--- src/rtl/regfile_wr_arb_pkg.sv ---
// Shared types and constants for the register-file write arbiter.
// Latency: n/a (declarations only).
// Backpressure: n/a.
//
// Holds the default widths, the arbiter FSM state type and the index of the
// hard-wired zero register.
package regfile_wr_arb_pkg;

  localparam int DATA_W_DEF = 32;
  localparam int ADDR_W_DEF = 5;
  localparam int NREGS_DEF  = 32;

  // Register 0 reads as zero and never takes a write.
  localparam int REG_ZERO = 0;

  typedef enum logic {
    IDLE = 1'b0,
    WIPE = 1'b1
  } state_t;

endpackage

--- src/rtl/regfile_wr_decode.sv ---
// Register index to one-hot write-enable decoder with register 0 suppressed.
// Latency: combinational.
// Backpressure: none; en gates the whole vector.
//
// Ports:
//   addr   - register index
//   en     - decode enable; all-zero output when low
//   onehot - one bit per register, bit REG_ZERO never set
module regfile_wr_decode
  import regfile_wr_arb_pkg::*;
#(
  parameter int ADDR_W = ADDR_W_DEF,
  parameter int NREGS  = NREGS_DEF
) (
  input  logic [ADDR_W-1:0] addr,
  input  logic              en,
  output logic [NREGS-1:0]  onehot
);

  always_comb begin
    onehot = '0;
    // Starting above REG_ZERO leaves the zero register permanently unwritten.
    for (int i = REG_ZERO + 1; i < NREGS; i++) begin
      onehot[i] = en && (addr == ADDR_W'(i));
    end
  end

endmodule

--- src/rtl/regfile_wr_arb.sv ---
// Two-requester register-file write arbiter with a register wipe sequencer.
// Latency: 1 cycle from accepting edge to wr_en/wr_data; wipe covers regs 1..NREGS-1.
// Backpressure: ready is combinational from valid/state/pointer; both readies low while wiping or in clr.
//
// Ports:
//   clk, clr           - clock, synchronous active-high clear
//   a_valid/a_ready    - ALU writeback handshake, a_addr/a_data payload
//   b_valid/b_ready    - multdiv writeback handshake, b_addr/b_data payload
//   wipe_req           - pulse that starts zeroing every register
//   wipe_busy          - high while the wipe sequence is running
//   wr_en, wr_data     - registered one-hot enable and data to the register array
//
// Build option: define REGFILE_WR_ARB_RR_EN for round-robin arbitration;
// otherwise requester A has fixed priority and no pointer state exists.
module regfile_wr_arb
  import regfile_wr_arb_pkg::*;
#(
  parameter int DATA_W = DATA_W_DEF,
  parameter int ADDR_W = ADDR_W_DEF,
  parameter int NREGS  = NREGS_DEF
) (
  input  logic              clk,
  input  logic              clr,
  input  logic              a_valid,
  output logic              a_ready,
  input  logic [ADDR_W-1:0] a_addr,
  input  logic [DATA_W-1:0] a_data,
  input  logic              b_valid,
  output logic              b_ready,
  input  logic [ADDR_W-1:0] b_addr,
  input  logic [DATA_W-1:0] b_data,
  input  logic              wipe_req,
  output logic              wipe_busy,
  output logic [NREGS-1:0]  wr_en,
  output logic [DATA_W-1:0] wr_data
);

  state_t            state_q, state_d;
  logic [ADDR_W-1:0] cnt_q, cnt_d;
  logic [NREGS-1:0]  wr_en_q;
  logic [DATA_W-1:0] wr_data_q, data_d;
  logic [ADDR_W-1:0] dec_addr;
  logic              dec_en;
  logic [NREGS-1:0]  dec_onehot;
  logic              prio_b;
  logic              idle_open;
  logic              grant_a, grant_b;

`ifdef REGFILE_WR_ARB_RR_EN
  // High when B should win the next contended cycle.
  logic ptr_q;

  always_ff @(posedge clk) begin
    if (clr) begin
      ptr_q <= 1'b0;
    end else if (a_ready) begin
      ptr_q <= 1'b1;
    end else if (b_ready) begin
      ptr_q <= 1'b0;
    end
  end

  assign prio_b = ptr_q;
`else
  assign prio_b = 1'b0;
`endif

  // A wipe request pre-empts any request presented in the same cycle.
  assign idle_open = (state_q == IDLE) && !clr && !wipe_req;
  assign grant_a   = a_valid && (!b_valid || !prio_b);
  assign grant_b   = b_valid && (!a_valid || prio_b);
  assign a_ready   = idle_open && grant_a;
  assign b_ready   = idle_open && grant_b;

  always_comb begin
    state_d  = state_q;
    cnt_d    = cnt_q;
    dec_addr = '0;
    dec_en   = 1'b0;
    data_d   = '0;
    case (state_q)
      IDLE: begin
        if (wipe_req) begin
          state_d  = WIPE;
          cnt_d    = ADDR_W'(1);
          dec_addr = ADDR_W'(1);
          dec_en   = 1'b1;
        end else if (a_ready) begin
          dec_addr = a_addr;
          dec_en   = 1'b1;
          data_d   = a_data;
        end else if (b_ready) begin
          dec_addr = b_addr;
          dec_en   = 1'b1;
          data_d   = b_data;
        end
      end
      WIPE: begin
        // wipe_req is not looked at here, so a second pulse cannot restart.
        if (cnt_q == ADDR_W'(NREGS - 1)) begin
          state_d = IDLE;
          cnt_d   = '0;
        end else begin
          cnt_d    = cnt_q + ADDR_W'(1);
          dec_addr = cnt_q + ADDR_W'(1);
          dec_en   = 1'b1;
        end
      end
      default: begin
        state_d = IDLE;
        cnt_d   = '0;
      end
    endcase
  end

  // One decoder serves both the request path and the wipe walk.
  regfile_wr_decode #(
    .ADDR_W (ADDR_W),
    .NREGS  (NREGS)
  ) u_decode (
    .addr   (dec_addr),
    .en     (dec_en),
    .onehot (dec_onehot)
  );

  always_ff @(posedge clk) begin
    if (clr) begin
      state_q   <= IDLE;
      cnt_q     <= '0;
      wr_en_q   <= '0;
      wr_data_q <= '0;
    end else begin
      state_q   <= state_d;
      cnt_q     <= cnt_d;
      wr_en_q   <= dec_onehot;
      wr_data_q <= data_d;
    end
  end

  assign wipe_busy = (state_q == WIPE);
  assign wr_en     = wr_en_q;
  assign wr_data   = wr_data_q;

endmodule
--- config.mk ---
export PLATFORM = sky130hd
export DESIGN_NAME = regfile_wr_arb
export DESIGN_NICKNAME = d
export VERILOG_FILES = /design/src/rtl/regfile_wr_arb_pkg.sv /design/src/rtl/regfile_wr_decode.sv /design/src/rtl/regfile_wr_arb.sv
export SDC_FILE = /design/constraint.sdc
export NUM_CORES = 1
export LEC_CHECK = 0
export ABC_CLOCK_PERIOD_IN_PS = 3380
export CAP_MARGIN = 40
export CORE_ASPECT_RATIO = 1.75
export CORE_UTILIZATION = 39
export CTS_BUF_LIST = sky130_fd_sc_hd__clkbuf_16
export DETAILED_ROUTE_END_ITERATION = 8
export PLACE_DENSITY = 0.92
export REMOVE_ABC_BUFFERS = 1
export SETUP_SLACK_MARGIN = 0.1
export SYNTH_ARGS = -nofsm -noshare
export SYNTH_HDL_FRONTEND = slang
export SYNTH_SLANG_ARGS = --single-unit
--- constraint.sdc ---
create_clock -name clk -period 3.38 [get_ports clk]
set_input_delay 0.338 -clock clk [delete_from_list [all_inputs] [get_ports clk]]
set_output_delay 0.338 -clock clk [all_outputs]
set_load 0.02 [all_outputs]
==> run summary <==
Cells after Synth = 208
# DRC = 0
Critical Path End Type = primary output
Reg power frac = 43.1%
Die Area = 6319 sq um
CTS-repair resized insts = 0
Synth cell types = 39
Yosys reg bits = 69
die width = 60.52 microns
core region area = 5833 sq um
Peak supply drop = 402.9 uV
Mapped Avg Cell Area = 11.24 sq um
FILL cells = 448
hold crit path type = reg -> reg
status = complete, no violations
largest net degree at the start of global routing = 35
worst-case clock buffer depth = 2
Final Setup Violations = 0
Iter 0 DRT Violations = 78
CP Launch Type = input pin
initial antenna violation count = 0
FMAX = 393.1 MHz
Nets = 435
ANT nets after route = 0
Synthesis Warnings = 0
share of cells above drive strength 1 = 6.983%
period utilization = 75.26%
GP Congestion = 0.9126
root buffer cell = clkbuf_16
via-per-instance ratio = 5.011
Sw Pwr = 0.0004299 W
PortBufs = 144
critical path class = in -> out
pre-CTS setup slack = 0.4519 ns
clk_skew = 0.003489 ns
CTS Buf Count = 9
drt pass-1 iters = 4
Max transition margin = 56.72%
max-cap viol count = 0
Slew @ Worst Pin = 0.6448 ns
n_diodes = 0
Req. time, crit path = 3.04 ns
Async S/R FF share, synth = 0%
power share of the combinational group = 12.3%
Clock Sinks = 69
critical path arrival = 2.21 ns
CTS HTree Levels = 3
die height = 104.4 microns
CTS Hold Bufs = 0
final slew viol count = 0
Synth Cell Area = 2337 sq um
PD cells = 477.5 nW/um^2
Net Sw Frac = 21.88%
Boundary Pins = 146
total gr overflow = 0
CTS tree = built
most common cell after layout, fill and taps aside = clkdlybuf4s50_1
setup TNS = 0 ns
WL per Instance = 15.78 microns
vias in the first global route = 2,277
Total GRT Usage = 23.24%
area of the multi-input gates = 885.9 sq um
Setup Buffers After CTS = 0
Initial Util = 40.07%
Final Hold Fails = 0
Final min period = 2.544 ns
routed wire length = 6881 microns
Int Pwr = 0.001535 W
commonest non-fill, non-tap cells in the layout = 144 x clkdlybuf4s50_1, 69 x dfxtp_1, 33 x a22o_1, 28 x nor2_1, 11 x nor2b_1
EDFF count, synth = 0
first-pass GRT wire length = 10,600 microns
clock-pin slew on the worst setup and hold paths = 0.05 ns
register area share after synthesis = 59.10%
Site Rows = 37
Clock power frac = 44.6%
largest fanout on the critical path = 10
LEAKAGE = 1.559 nW
final worst slack = 0.8362 ns
unrepaired setup endpoints after global routing = false
vias = 2,185
hpwl dp = 5322 microns
register area = 1381 sq um
clock latency on the worst-skew pair = 0.32 ns
area grow syn2layout = 76.02%
Top FF cell, synth = dfxtp_1
-- kinds of logic (layout without fill, tap and decap cells) --
group | after synthesis | in the layout | share of synthesized area, %
AO/OA/AOI/OAI | 55 | 55 | 20.56
XOR/XNOR | 2 | 2 | 0.7496
adder cells (fa/ha/maj) | 2 | 2 | 1.070
buffers and inverters | 14 | 164 | 2.998
flip-flops | 69 | 69 | 59.10
other | 1 | 1 | 0.1604
AND/OR/NAND/NOR | 65 | 65 | 15.36
-- final timing paths --
| kind | from | end | slack [ns] | cells after the start |
|---|---|---|---|---|
| worst min register to register | cnt_q[2] | cnt_q[2] | 0.56 | 2 |
| worst min-delay path | cnt_q[2] | cnt_q[2] | 0.56 | 2 |
| worst max-delay path | clr | b_ready | 0.84 | 5 |
| worst max register to register | wipe_busy | wr_en[10] | 1.07 | 7 |
-- synthesized netlist by cell type, types with 2 or more instances --
library cell	number	share of area [%]
buf_1	2	0.32
nand3_1	6	1.3
nor2_1	28	4.5
a221o_1	2	0.86
nand2_1	4	0.64
buf_4	2	0.64
and3_1	2	0.54
buf_2	2	0.43
nor3b_2	3	1.6
a22o_1	33	12
a21oi_1	3	0.64
nor2b_1	11	2.9
nand3b_1	2	0.64
dfxtp_1	69	59
ha_1	2	1.1
a22oi_1	5	1.6
clkbuf_1	5	0.80
a21o_1	2	0.64
xnor2_1	2	0.75
nand2b_1	4	1.1
-- flip-flops by register name, summed over array words and instances, names as in the netlist --
register / flops
cnt_q: 5
wipe_busy: 1
wr_data: 32
wr_en: 31
-- through the flow --
step           hold WS (ns)  util [%]  instance area [sq um]  instances   power, W
6_report             0.5571     70.53                   4114        436   0.001965
5_1_grt              0.5805     70.53                   4114        436   0.002036
4_1_cts              0.5598     70.44                   4109        435   0.001976
3_5_place_dp         0.5242     65.64                   3829        420   0.001105
3_3_place_gp         0.5098     65.64                   3829        420   0.001099
2_1_floorplan        0.4071         -                   2275        196  0.0009481
-- critical path, stage by stage --
cell and delay, ns:
clkdlybuf4s50_1 0.61, nor3b_2 0.33, nand2_1 0.14, inv_2 0.12, clkdlybuf4s50_1 0.66
-- layer usage --
metal	share of wire (%)	global-route usage, %
met1	32	20.98
met2	57	41.92
met3	6.0	6.343
met4	5.5	15.26
met5	0	0
-- final cells by class --
type / instances / area share [%]
sequential: 69 / 33.58
clock buffer: 9 / 5.474
tap: 78 / 2.372
inverter: 2 / 0.1825
timing repair buffer: 147 / 35.52
multi-input combinational: 125 / 21.53
clock inverter: 6 / 1.338
-- power by group through the flow --
stage	Combinational, W	Clock (W)	Sequential [W]
final	0.000242	0.000875	0.000847
after global routing	0.000256	0.000932	0.000849
after CTS	0.000242	0.000887	0.000847
after detailed placement	0.000241	0	0.000864
after global placement	0.000236	0	0.000863
after floorplan	0.0000624	0	0.000886
No activity file was read; power rests on OpenSTA's default activity.
